$ cat src/rtl/dsp_ccff_pkg.sv
// dsp_ccff_pkg: shared types and CRC-8 helper for the DSP configuration-chain loader.
// Contents: state_e (loader FSM states), CCFF_CRC_POLY (x^8+x^2+x+1), crc8_step (one bit-serial CRC step).
package dsp_ccff_pkg;

    typedef enum logic [1:0] {ST_IDLE, ST_LOAD, ST_VERIFY, ST_DONE} state_e;

    localparam logic [7:0] CCFF_CRC_POLY = 8'h07;

    function automatic logic [7:0] crc8_step(input logic [7:0] crc, input logic b);
        return {crc[6:0], 1'b0} ^ ((crc[7] ^ b) ? CCFF_CRC_POLY : 8'h00);
    endfunction

endpackage

$ cat src/rtl/dsp_ccff_crc8.sv
// dsp_ccff_crc8: bit-serial CRC-8 accumulator (init 0x00) used for chain readback.
// Ports: prog_clk/pReset_n clock and async active-low reset; clr_i zeroes the CRC
// (priority over step); step_i folds bit_i into the CRC; crc_o is the current value.
module dsp_ccff_crc8
    import dsp_ccff_pkg::*;
(
    input  logic       prog_clk,
    input  logic       pReset_n,
    input  logic       clr_i,
    input  logic       step_i,
    input  logic       bit_i,
    output logic [7:0] crc_o
);

    logic [7:0] crc_q;

    always_ff @(posedge prog_clk or negedge pReset_n) begin
        if (!pReset_n) crc_q <= '0;
        else if (clr_i) crc_q <= '0;
        else if (step_i) crc_q <= crc8_step(crc_q, bit_i);
    end

    assign crc_o = crc_q;

endmodule

$ cat src/rtl/dsp_ccff_loader.sv
// dsp_ccff_loader: streams configuration words LSB-first into the DSP tile's ccff chain.
// Ports: prog_clk, pReset_n (async active-low); start (begin load, IDLE only);
// cfg_valid/cfg_ready/cfg_data word stream; ccff_head/ccff_shift_en drive the chain,
// ccff_tail is the chain output; busy (not IDLE), done (1-cycle completion pulse),
// err (sticky readback mismatch).
// Macro DSP_CCFF_READBACK_EN adds a VERIFY pass that recirculates the chain and
// compares CRC-8 of the loaded bits against CRC-8 of the bits read back.
module dsp_ccff_loader
    import dsp_ccff_pkg::*;
#(
    parameter int CHAIN_LEN = 64,
    parameter int WORD_W    = 8
) (
    input  logic              prog_clk,
    input  logic              pReset_n,
    input  logic              start,
    input  logic              cfg_valid,
    input  logic [WORD_W-1:0] cfg_data,
    output logic              cfg_ready,
    output logic              ccff_head,
    input  logic              ccff_tail,
    output logic              ccff_shift_en,
    output logic              busy,
    output logic              done,
    output logic              err
);

    localparam int NWORDS = (CHAIN_LEN + WORD_W - 1) / WORD_W;
    localparam int BIT_W  = $clog2(CHAIN_LEN + 1);
    localparam int CNT_W  = $clog2(WORD_W + 1);
    localparam int WCNT_W = $clog2(NWORDS + 1);

    state_e            state_q;
    logic [BIT_W-1:0]  bit_cnt_q;
    logic [WORD_W-1:0] buf_q;
    logic [CNT_W-1:0]  buf_cnt_q;
    logic [WCNT_W-1:0] words_q;
    logic              head_q;
    logic              load, shift, hs, last;
    logic [31:0]       rem;
    logic [CNT_W-1:0]  fill;

    assign load      = state_q == ST_LOAD;
    assign shift     = load && buf_cnt_q != '0;
    assign hs        = cfg_valid && cfg_ready;
    assign last      = bit_cnt_q == BIT_W'(CHAIN_LEN - 1);
    // A refill may happen while the last buffered bit shifts out, so the stream has no bubble.
    assign cfg_ready = load && buf_cnt_q <= CNT_W'(1) && words_q < WCNT_W'(NWORDS);
    // The final word only contributes the bits still needed by the chain.
    assign rem       = 32'(CHAIN_LEN) - 32'(words_q) * 32'(WORD_W);
    assign fill      = rem >= 32'(WORD_W) ? CNT_W'(WORD_W) : CNT_W'(rem);
    assign busy      = state_q != ST_IDLE;
    assign done      = state_q == ST_DONE;

`ifdef DSP_CCFF_READBACK_EN
    logic       verify, err_q;
    logic [7:0] crc_load, crc_ver;

    assign verify        = state_q == ST_VERIFY;
    assign ccff_shift_en = shift || verify;
    // During VERIFY the tail is fed straight back so the chain contents survive the readback.
    assign ccff_head     = shift ? buf_q[0] : verify ? ccff_tail : head_q;
    assign err           = err_q;

    dsp_ccff_crc8 u_crc_load (
        .prog_clk (prog_clk),
        .pReset_n (pReset_n),
        .clr_i    (state_q == ST_IDLE && start),
        .step_i   (shift),
        .bit_i    (buf_q[0]),
        .crc_o    (crc_load)
    );

    dsp_ccff_crc8 u_crc_ver (
        .prog_clk (prog_clk),
        .pReset_n (pReset_n),
        .clr_i    (state_q == ST_IDLE && start),
        .step_i   (verify),
        .bit_i    (ccff_tail),
        .crc_o    (crc_ver)
    );
`else
    logic unused_tail;

    assign unused_tail   = ccff_tail;
    assign ccff_shift_en = shift;
    assign ccff_head     = shift ? buf_q[0] : head_q;
    assign err           = 1'b0;
`endif

    always_ff @(posedge prog_clk or negedge pReset_n) begin
        if (!pReset_n) begin
            state_q   <= ST_IDLE;
            bit_cnt_q <= '0;
            buf_q     <= '0;
            buf_cnt_q <= '0;
            words_q   <= '0;
            head_q    <= 1'b0;
`ifdef DSP_CCFF_READBACK_EN
            err_q     <= 1'b0;
`endif
        end else begin
            case (state_q)
                ST_IDLE: if (start) begin
                    state_q   <= ST_LOAD;
                    bit_cnt_q <= '0;
                    buf_q     <= '0;
                    buf_cnt_q <= '0;
                    words_q   <= '0;
`ifdef DSP_CCFF_READBACK_EN
                    err_q     <= 1'b0;
`endif
                end
                ST_LOAD: begin
                    if (hs) begin
                        buf_q     <= cfg_data;
                        buf_cnt_q <= fill;
                        words_q   <= words_q + WCNT_W'(1);
                    end else if (shift) begin
                        buf_q     <= buf_q >> 1;
                        buf_cnt_q <= buf_cnt_q - CNT_W'(1);
                    end
                    if (shift) begin
                        head_q    <= buf_q[0];
                        bit_cnt_q <= last ? '0 : bit_cnt_q + BIT_W'(1);
`ifdef DSP_CCFF_READBACK_EN
                        if (last) state_q <= ST_VERIFY;
`else
                        if (last) state_q <= ST_DONE;
`endif
                    end
                end
`ifdef DSP_CCFF_READBACK_EN
                ST_VERIFY: begin
                    head_q    <= ccff_tail;
                    bit_cnt_q <= last ? '0 : bit_cnt_q + BIT_W'(1);
                    if (last) begin
                        // Compare against the verify CRC including this final tail bit.
                        err_q   <= crc_load != crc8_step(crc_ver, ccff_tail);
                        state_q <= ST_DONE;
                    end
                end
`endif
                default: state_q <= ST_IDLE;
            endcase
        end
    end

endmodule

$ cat config.mk
export PLATFORM = sky130hd
export DESIGN_NAME = dsp_ccff_loader
export DESIGN_NICKNAME = d
export VERILOG_FILES = /design/src/rtl/dsp_ccff_pkg.sv /design/src/rtl/dsp_ccff_crc8.sv /design/src/rtl/dsp_ccff_loader.sv
export SDC_FILE = /design/constraint.sdc
export NUM_CORES = 1
export LEC_CHECK = 0
export ABC_AREA = 1
export BUFFER_PORTS_ARGS = -buffer_cell sky130_fd_sc_hd__buf_4
export CORE_MARGIN = 4
export CORE_UTILIZATION = 50
export DETAILED_ROUTE_END_ITERATION = 6
export GPL_TIMING_DRIVEN = 0
export PLACE_DENSITY_LB_ADDON = 0.15
export SETUP_SLACK_MARGIN = 0.15
export SYNTH_ARGS = -nofsm -noshare
export SYNTH_HDL_FRONTEND = slang
export SYNTH_HIERARCHICAL = 1
export SYNTH_SLANG_ARGS = --single-unit
export TNS_END_PERCENT = 10
$ cat constraint.sdc
create_clock -name prog_clk -period 2.2 [get_ports prog_clk]
set_input_delay 0.55 -clock prog_clk [delete_from_list [all_inputs] [get_ports prog_clk]]
set_output_delay 0.55 -clock prog_clk [all_outputs]
set_load 0.05 [all_outputs]
==> results.txt <==
----------------------------------------------------
[Die]
  Standard-cell row count ... 20
  Die area ... 4160 sq um
  Core area ... 3050 sq um
  Height of the die ... 64.5 um
  Initial core utilization ... 52.3%
  Num ports ... 19
  Die Wd ... 64.5 um

[Run status]
  Status ... complete, no violations

[Synth]
  Synthesized Nets ... 240
  Share of cell area taken by muxes after synthesis ... 0%
  Average instance area after synthesis ... 7.26 sq um
  Number of warnings issued by yosys ... 6
  Post-synthesis instance area ... 1600 sq um
  Sequential area share after synthesis ... between 40% and 50%
  Distinct cells, synth ... 24
  Combinational family with the most area after synthesis ... simple AND/OR/NAND/NOR gates
  Post-synthesis instance total ... 220
  Post-synthesis sequential element count ... 26
  Simple-gate share of the synthesized area ... a little under two fifths
  Complex-gate fraction of the synthesized area ... 3.45%
  Area share of xor/xnor cells in the synthesized design ... 2.19%
  Post-synthesis adder-cell area fraction ... 5.49%

[Clock tree]
  TritonCTS clock tree ... yes
  Sink count of the clock tree ... 26
  Number of buffers created by CTS ... 3
  Latest clock arrival within the worst-skew pair ... 0.33 ns
  Maximum root-to-sink buffer count ... 2
  H-tree levels ... 1
  CTS root buffer ... sky130_fd_sc_hd__clkbuf_4
  Clock slew seen by the registers of the worst setup and hold paths ... ~0.15 ns

[Layout]
  Nets ... 275
  Commonest non-fill, non-tap cell in the layout ... sky130_fd_sc_hd__nand2_1
  Proportion of layout cells with a drive suffix above 1 ... between 20% and 30%
  Highest-count cells in the layout ignoring fill and taps ... sky130_fd_sc_hd__nand2_1 (78), sky130_fd_sc_hd__buf_4 (29), sky130_fd_sc_hd__inv_1 (27)
  Antenna diode count ... 0
  Layout overhead on the synthesized area ... 25.8%

[Timing]
  FMAX ... 473 MHz
  Final setup slack of the worst path ... 0.0863 ns
  Endpoints failing hold ... 0
  Shortest period the worst path allows ... 2.11 ns
  Minimum hold slack ... 0.0991 ns
  Final sum of negative setup slack ... 0 ns
  Number of max-slew violations in the final report ... 0
  Final worst-path cycle share ... 96.1%
  Unrepaired setup endpoints after global routing ... true
  Endpoints failing setup ... 0
  Final setup skew ... 0.0104 ns

[Detailed routing]
  Routed wirelength normalized by instance count ... approximately 11 um
  Post-detailed-route DRC marker count ... 0
  Antenna violation net count after detailed routing ... 0
  Drt via density ... 4.86
  Number of vias after detailed routing ... 1449
  Detailed-router iteration count before antenna repair ... 4
  Initial DRC Count ... 70
  Total Wirelength ... 3410 um

[Flow run]
  Number of max-cap violations ... 0

[GRT]
  Number of antenna violations at the first check in global routing ... 0
  Wire length of the first global-routing pass ... 6010 um
  GRT Residual Overflow ... 0
  Global Route Usage Sum ... 17.9%
  Largest net degree at the start of global routing ... 27
  Via count of the first global-routing pass ... 1373

[Critical path]
  Startpoint kind of the worst setup timing path ... flop
  CP Capture Type ... primary output
  CP Max Fanout ... 3
  Endpoint arrival time on the critical path ... ~1.6 ns
  Setup Crit Path Kind ... reg2out
  Required time worst endpoint ... 1.65 ns

[Placed design]
  Count of buffers inserted at the top-level ports ... 16
  Detailed Place HPWL ... 2240 um
  Place WS ... 0.0838 ns
  Placer's final routability congestion estimate ... 0.775

[Power]
  Pwr per Cell Area ... about 1500 nW/um^2
  Pleak ... 1.17 nW
  Worst supply voltage drop on vdd ... 0.545 mV

[Min path]
  Class of the tightest hold or removal check ... in2async

----------------------------------------------------
==> per-layer routing <==
layer	GRT usage (%)	up-vias	share of wire, %
li1	-	746	-
met1	24.0	666	48
met2	29.3	29	46
met3	2.60	8	4.0
met4	6.60	0	1.7
met5	0	-	0
==> final cells by class <==
type                    count  area [sq um]
plain buffers               4          33.8
clock buffers               4          36.3
fillers                   258          1040
inverters                  34           136
multi-input cells         156           860
flip-flops and latches     26           651
well taps                  44          55.1
repair buffers             30           236
==> repair_timing <==
action                                  4_1_cts  5_1_grt
resized for setup                            15        9
hold buffers                                  0        0
setup buffers                                11        3
pin swaps                                     4        3
endpoints found under the setup margin        3        3
==> cell usage after synthesis <==
library cell	n	area share, %
sky130_fd_sc_hd__a21boi_1	1	0.47
sky130_fd_sc_hd__a21oi_1	2	0.63
sky130_fd_sc_hd__buf_4	1	0.47
sky130_fd_sc_hd__buf_6	2	1.4
sky130_fd_sc_hd__clkbuf_1	1	0.23
sky130_fd_sc_hd__conb_1	1	0.23
sky130_fd_sc_hd__dfrtp_1	26	41
sky130_fd_sc_hd__ha_1	7	5.5
sky130_fd_sc_hd__inv_1	33	7.8
sky130_fd_sc_hd__inv_2	1	0.23
sky130_fd_sc_hd__nand2_1	81	19
sky130_fd_sc_hd__nand2_2	7	2.7
sky130_fd_sc_hd__nand3_1	14	4.4
sky130_fd_sc_hd__nand3_2	1	0.63
sky130_fd_sc_hd__nand3_4	1	1.1
sky130_fd_sc_hd__nand4_1	9	3.5
sky130_fd_sc_hd__nor2_1	17	4.0
sky130_fd_sc_hd__nor2_2	2	0.78
sky130_fd_sc_hd__nor2_8	1	1.3
sky130_fd_sc_hd__nor3_1	1	0.31
sky130_fd_sc_hd__o21a_1	1	0.47
sky130_fd_sc_hd__o21ai_0	3	0.94
sky130_fd_sc_hd__o21ai_1	3	0.94
sky130_fd_sc_hd__xor2_1	4	2.2
==> stage by stage <==
stage	std cells	power (mW)	cell area (sq um)	util, %
after floorplan	220	1.89	1610	-
after global placement	280	2.21	1780	58.4
after detailed placement	280	2.23	1780	58.4
after CTS	295	2.77	1950	64.0
after global routing	298	3.19	2010	65.8
final	298	2.92	2010	65.8
==> power breakdown <==
group          switching, mW  internal, mW  total [mW]  leakage, nW
clock network          0.145         0.101       0.246       0.0210
registers              0.115         0.621       0.736        0.344
logic                   1.18         0.757        1.94        0.801
total                   1.44          1.48        2.92         1.17
==> logic make-up after synthesis <==
family / count (synthesis)
flip-flops: 26
adder cells (fa/ha/maj): 7
other: 1
XOR/XNOR: 4
AO/OA/AOI/OAI: 10
buffers and inverters: 38
AND/OR/NAND/NOR: 134
==> path summary, 6_finish.rpt <==
check	start	endpoint	slack, ns	cells after the start
max	buf_cnt_q[1]	ccff_head	0.09	8
min in group prog_clk	cfg_data[7]	buf_q[7]	0.42	3
max in group asynchronous	pReset_n	words_q[3]	1.84	1
min	pReset_n	buf_cnt_q[2]	0.1	1
max reg2reg	buf_cnt_q[1]	buf_cnt_q[0]	0.45	10
min reg2reg	buf_q[3]	buf_q[3]	0.49	2
==> state kept, by name, summed over array words and instances (netlist names) <==
name / count
buf_q: 8
state_q: 2
buf_cnt_q: 4
bit_cnt_q: 7
head_q: 1
words_q: 4
==> critical path, cell delays in order, from the launching register on <==
cell                         delay [ns]
sky130_fd_sc_hd__dfrtp_1           0.41
sky130_fd_sc_hd__inv_2             0.10
sky130_fd_sc_hd__ha_4              0.15
sky130_fd_sc_hd__nand3_4           0.09
sky130_fd_sc_hd__nand2_4           0.09
sky130_fd_sc_hd__clkinvlp_4        0.12
sky130_fd_sc_hd__nand2_4           0.08
sky130_fd_sc_hd__nand2_4           0.05
sky130_fd_sc_hd__buf_8             0.14
Note: power is estimated with default switching activity, not from simulation.
